--- config.mk ---
export PLATFORM = sky130hd
export DESIGN_NAME = register_file
export DESIGN_NICKNAME = d
export VERILOG_FILES = /design/src/rtl/register_file.sv
export SDC_FILE = /design/constraint.sdc
export NUM_CORES = 2
export LEC_CHECK = 0
export BUFFER_PORTS_ARGS = -buffer_cell sky130_fd_sc_hd__buf_2
export CAP_MARGIN = 15
export CORE_MARGIN = 2
export CORE_UTILIZATION = 60
export CTS_BUF_LIST = sky130_fd_sc_hd__clkbuf_16
export DETAILED_ROUTE_END_ITERATION = 6
export HOLD_SLACK_MARGIN = 0.06
export PLACE_DENSITY = 0.85
export SETUP_SLACK_MARGIN = 0.3
export SYNTH_ARGS = -nofsm -noshare
export SYNTH_HDL_FRONTEND = slang
export SYNTH_SLANG_ARGS = --single-unit
--- constraint.sdc ---
create_clock -name clockIn -period 5.8 [get_ports clockIn]
set_input_delay 1.16 -clock clockIn [delete_from_list [all_inputs] [get_ports clockIn]]
set_output_delay 1.16 -clock clockIn [all_outputs]
set_load 0.005 [all_outputs]
--- src/rtl/register_file.sv ---
// -----------------------------------------------------------------------------
// register_file
//
// Architectural register file with rename tags for the RV32I out-of-order core.
// It sits between the instruction unit (issue/rename) and the reorder buffer
// (commit). It holds 32 x 32-bit registers, and each register also has a dirty
// bit and a ROB tag. While a register is dirty, its newest value is still in
// flight. The tag names the ROB entry that will produce that value.
//
// Source operands are resolved combinationally, with zero latency. The
// priority order is:
//   1. committed value, when the register is clean
//   2. same-cycle commit bypass, when the commit carries the awaited tag
//   3. value forwarded by the ROB for the tag
// When none of these apply, the operand is not ready. The issuer must then
// wait on the tag.
//
// Ports
//   clockIn, resetIn             clock; asynchronous active-low reset
//   readyIn                      global enable; no state changes while low
//   clear                        misprediction flush: drops every dirty bit
//   regUpdate*                   commit strobe, destination, value and ROB id
//   rename*                      rename strobe, destination and ROB id
//   rs1Addr, rs2Addr             sources of the instruction being issued
//   rs1Dep, rs2Dep               tags sent to the ROB for lookup
//   robRs1*, robRs2*             ROB lookup results for those tags
//   rs1Ready/Value/Tag, rs2...   resolved operands
// -----------------------------------------------------------------------------
module register_file #(
  parameter int ROB_WIDTH = 4
) (
  input  logic                 clockIn,
  input  logic                 resetIn,
  input  logic                 readyIn,
  input  logic                 clear,
  input  logic                 regUpdateValid,
  input  logic [4:0]           regUpdateDest,
  input  logic [31:0]          regValue,
  input  logic [ROB_WIDTH-1:0] regUpdateRobId,
  input  logic                 renameValid,
  input  logic [4:0]           renameDest,
  input  logic [ROB_WIDTH-1:0] renameRobId,
  input  logic [4:0]           rs1Addr,
  input  logic [4:0]           rs2Addr,
  output logic [ROB_WIDTH-1:0] rs1Dep,
  output logic [ROB_WIDTH-1:0] rs2Dep,
  input  logic                 robRs1Ready,
  input  logic [31:0]          robRs1Value,
  input  logic                 robRs2Ready,
  input  logic [31:0]          robRs2Value,
  output logic                 rs1Ready,
  output logic [31:0]          rs1Value,
  output logic [ROB_WIDTH-1:0] rs1Tag,
  output logic                 rs2Ready,
  output logic [31:0]          rs2Value,
  output logic [ROB_WIDTH-1:0] rs2Tag
);

  localparam int NUM_REGS = 32;

  typedef logic [ROB_WIDTH-1:0] tag_t;

  // A resolved source operand, as seen by the issue stage.
  typedef struct packed {
    logic        ready;
    logic [31:0] value;
  } operand_t;

  // ---------------------------------------------------------------------------
  // State
  // ---------------------------------------------------------------------------
  logic [31:0]         reg_q   [NUM_REGS];
  logic [31:0]         reg_d   [NUM_REGS];
  logic [NUM_REGS-1:0] dirty_q;
  logic [NUM_REGS-1:0] dirty_d;
  tag_t                tag_q   [NUM_REGS];
  tag_t                tag_d   [NUM_REGS];

  // x0 is hardwired, so commits and renames that target it are dropped here.
  // This keeps x0 permanently clean, zero, and tagged 0.
  logic commit_en;
  logic rename_en;

  assign commit_en = regUpdateValid && (regUpdateDest != 5'd0);
  assign rename_en = renameValid && (renameDest != 5'd0) && !clear;

  // ---------------------------------------------------------------------------
  // Next-state logic
  // ---------------------------------------------------------------------------
  always_comb begin
    // NOTE: every variable gets a hold default before any branch, so no path
    // leaves it unassigned and no latch is inferred.
    reg_d   = reg_q;
    dirty_d = dirty_q;
    tag_d   = tag_q;

    if (readyIn) begin
      // A commit always writes the value. It clears the dirty bit only if it
      // is the rename the register is waiting on. If a younger rename has
      // retagged the register, that rename keeps it dirty.
      if (commit_en) begin
        reg_d[regUpdateDest] = regValue;
        if (tag_q[regUpdateDest] == regUpdateRobId) begin
          dirty_d[regUpdateDest] = 1'b0;
        end
      end

      // A flush drops all rename state. Stale tags are left in place because
      // they are ignored while the register is clean. Otherwise, a rename
      // issued in the same cycle as a commit to the same register overrides
      // the commit's dirty-bit clear, because it is ordered after the commit.
      if (clear) begin
        dirty_d = '0;
      end else if (rename_en) begin
        dirty_d[renameDest] = 1'b1;
        tag_d[renameDest]   = renameRobId;
      end
    end
  end

  // ---------------------------------------------------------------------------
  // State registers
  // ---------------------------------------------------------------------------
  always_ff @(posedge clockIn or negedge resetIn) begin
    if (!resetIn) begin
      // NOTE: the register array is reset as ordinary flops. A reset must leave
      // every register reading zero and clean, which a RAM macro cannot provide.
      for (int i = 0; i < NUM_REGS; i++) begin
        reg_q[i] <= '0;
        tag_q[i] <= '0;
      end
      dirty_q <= '0;
    end else begin
      // NOTE: sequential state uses non-blocking assignments only, so every
      // flop samples pre-edge values regardless of statement order.
      for (int i = 0; i < NUM_REGS; i++) begin
        reg_q[i] <= reg_d[i];
        tag_q[i] <= tag_d[i];
      end
      dirty_q <= dirty_d;
    end
  end

  // ---------------------------------------------------------------------------
  // Operand resolution
  // ---------------------------------------------------------------------------
  // Reads see state from before this cycle's rename. An instruction therefore
  // never waits on its own destination tag.
  function automatic operand_t resolve(
    input logic [4:0]  addr,
    input logic        dirty,
    input logic [31:0] committed,
    input tag_t        tag,
    input logic        upd_valid,
    input logic [4:0]  upd_dest,
    input tag_t        upd_rob_id,
    input logic [31:0] upd_value,
    input logic        rob_ready,
    input logic [31:0] rob_value
  );
    operand_t op;
    op.ready = 1'b0;
    op.value = '0;
    if (addr == 5'd0) begin
      op.ready = 1'b1;
    end else if (!dirty) begin
      op.ready = 1'b1;
      op.value = committed;
    end else if (upd_valid && (upd_dest == addr) && (upd_rob_id == tag)) begin
      // The awaited producer is committing right now. Its value is not yet in
      // the ROB lookup path and not yet in the array, so it is taken from the
      // commit bus.
      op.ready = 1'b1;
      op.value = upd_value;
    end else if (rob_ready) begin
      op.ready = 1'b1;
      op.value = rob_value;
    end
    return op;
  endfunction

  tag_t     rs1_tag;
  tag_t     rs2_tag;
  operand_t rs1_op;
  operand_t rs2_op;

  always_comb begin
    rs1_tag = tag_q[rs1Addr];
    rs2_tag = tag_q[rs2Addr];
    rs1_op  = resolve(rs1Addr, dirty_q[rs1Addr], reg_q[rs1Addr], rs1_tag,
                      regUpdateValid, regUpdateDest, regUpdateRobId, regValue,
                      robRs1Ready, robRs1Value);
    rs2_op  = resolve(rs2Addr, dirty_q[rs2Addr], reg_q[rs2Addr], rs2_tag,
                      regUpdateValid, regUpdateDest, regUpdateRobId, regValue,
                      robRs2Ready, robRs2Value);
  end

  assign rs1Dep   = rs1_tag;
  assign rs2Dep   = rs2_tag;
  assign rs1Tag   = rs1_tag;
  assign rs2Tag   = rs2_tag;
  assign rs1Ready = rs1_op.ready;
  assign rs1Value = rs1_op.value;
  assign rs2Ready = rs2_op.ready;
  assign rs2Value = rs2_op.value;

  // ---------------------------------------------------------------------------
  // Invariants
  // ---------------------------------------------------------------------------
  x0_stays_clean_zero : assert property (
    @(posedge clockIn) disable iff (!resetIn)
    !dirty_q[0] && (reg_q[0] == 32'd0) && (tag_q[0] == '0)
  );

endmodule

==> metrics.yaml <==
outcome:
  status: "finished, final reports clean"
timing:
  max_freq_mhz: 179
  slew-limit-headroom: 0.117
  rsz0062_at_grt: "true"
  slew_violations: 0
  clock_skew_ns: 0.0312
  worstMarginPinSlew_ns: 1.32
  hold_viol_final: 0
  setup_tns_ns: 0
  setup_slack_ns: 0.226
  period_minus_slack_ns: 5.57
  finalCritPeriodShare: 0.961
  setup_violations: 0
die:
  rows: 122
  die_area_um2: 113000
  fp.dieH_um: 337
  die_w_um: 337
  num_io_pins: 214
  initial_core_util: 0.602
  coreArea_um2: 110000
grt:
  grt_max_degree: 145
  track_usage: 0.373
  antenna_found_initial: 14
  first_global_vias: 46300
  grt_pass1_wl_um: 308000
  grt-ovfl-total: 0
place:
  gp_congestion: 1.00
  detailed_place_hpwl_um: 120000
  post_dp_cell_area_um2: 68700
  preCtsSetupSlack_ns: 0.0467
  port_buffers: 213
worst_setup_path:
  cp_max_fo: 91
  crit_buf_inv: 4
  endpoint_kind: "output port"
  path_cells: "buf_8 -> buf_12 -> buf_6 -> mux4_2 -> mux4_2 -> mux2_2 -> o21ai_0 -> a31oi_2 -> buf_2"
  cp_common_cell: "mux4_2"
  crit_arrival_ns: 4.41
  cp_slowest_cell: "buf_6"
  cp.required_ns: 4.64
  cp-start-kind: "primary input"
  critPathMaxStageDelay_ns: 0.49
  critPathKind: "in -> out"
  critical_path.top_delay_family: "buffers and inverters"
detailed_routing:
  drt-initial-drc-count: 5970
  wl_um: 209000
  vias: 45200
  antenna_left: 0
  route.detailed.drc: 0
  first_pass_iters: 6
  wl_per_cell_um: 35.4
  via_per_inst: 7.65
clock_tree:
  cts_tree: "yes"
  path_clk_slew_ns: 0.06
  insertion_delay_ns: 0.74
  cts-htree-levels: 3
  cts_max_path_buffers: 3
  cts_made_buffers: 120
  postCtsHoldBufs: 0
  root_buffer: "clkbuf_16"
  cts.sinks: 1184
synth:
  ys_types: 66
  synth_seq_cells: 1184
  yosysSeqAreaShare: 0.446
  synth.top_cells.by_area: "dfrtp_1 (45%), mux4_2 (24%), mux2_2 (20%)"
  yosysWarnings: 0
  synth_edf_count: 0
  synthArstFlopShare: 1.00
  syn_nets: 4513
  synth_top_area_share: 0.446
  synth_area_per_cell_um2: 15.2
  synthCells: 4381
  synth_area_leader_cell: "dfrtp_1"
  syn_area_um2: 66400
  synth_flop_cell: "dfrtp_1"
finish:
  fin_area_um2: 73100
  mostFrequentLayoutCells: "dfrtp_1 (1184), mux2_2 (1157), mux4_2 (722)"
  final_common_cell: "dfrtp_1"
  final_nets: 4436
  synthToLayoutAreaGrowth_pct: 10.1
  post-route-util: 0.663
  drive_gt1_frac: 0.569
power_and_ir_drop:
  p_total_mw: 22.5
  vdd_ir_drop_max_uv: 275
  pwr_density_cell_nw_per_um2: 307
  leakagePower_nw: 32.2
job:
  max-cap-violations: 0
min_path:
  hold_class: "reg -> reg"
==> synthesized netlist by cell type (13+ instances only) <==
master and count:
o211ai_2 29, nand2_1 53, nor2b_1 13, mux4_2 722, buf_2 91, nand4_1 69, a31oi_1 77, a21oi_1 26
a22oi_1 43, buf_1 71, buf_4 19, nor2_1 131, o311ai_0 29, mux2i_1 44, clkbuf_1 343, dfrtp_1 1184
o21ai_0 69, mux2_2 1158, and3_1 22
==> path summary, 6_finish.rpt <==
check / cells after the start / endpoint / start / slack (ns)
max in group asynchronous: 2 / reg_q[267] / resetIn / 3.87
worst min-delay path: 0 / reg_q[1017] / reg_q[1017] / 0.39
worst max register to register: 8 / dirty_q[2] / tag_q[96] / 3.04
worst max-delay path: 9 / rs2Value[22] / rs2Addr[1] / 0.23
worst min register to register: 0 / reg_q[1017] / reg_q[1017] / 0.39
min in group asynchronous: 1 / reg_q[997] / resetIn / 0.53
==> through the flow <==
stage               cells  hold WS (ns)
floorplan            4381         0.441
global placement     5664         0.376
detailed placement   5664         0.383
CTS                  5894         0.397
global route         5902         0.407
finish               5907         0.393
==> cell families after synthesis <==
logic type,count (synthesis),synth area share
XOR/XNOR,16,0.00211
AO/OA/AOI/OAI,323,0.0351
buffers and inverters,551,0.0354
AND/OR/NAND/NOR,372,0.0287
multiplexers,1935,0.452
flip-flops,1184,0.446
==> layout make-up <==
class / count / area (um2)
antenna: 11 / 27.5
clock buffer: 122 / 3050
clock inverter: 104 / 1090
fill: 7260 / 37100
inverter: 14 / 62.6
multi-input combinational: 2646 / 34800
sequential: 1184 / 29600
tap: 1488 / 1860
timing repair buffer: 338 / 2640
==> routing by layer <==
layer | share of wire | up-vias | GRT usage
met2 | 0.44 | 3482 | 0.540
met4 | 0.070 | 12 | 0.216
met1 | 0.35 | 23700 | 0.490
met3 | 0.14 | 924 | 0.133
li1 | - | 17100 | -
met5 | 0.00043 | - | 0
==> report_power, final <==
group / switching, mW / internal (mW)
clock network: 3.48 / 4.76
logic: 1.84 / 2.32
registers: 0.813 / 9.26
total: 6.13 / 16.3
==> registers in the layout, summed over array words and instances (netlist names) <==
| name | count |
|---|---|
| dirty_q | 32 |
| reg_q | 1024 |
| tag_q | 128 |
==> repair_timing <==
action	CTS	global route
pin swaps	1	1
endpoints found under the setup margin	17	44
buffers inserted	2	0
gates resized for setup	9	17
cloned	2	1
No activity file was read; power rests on OpenSTA's default activity.
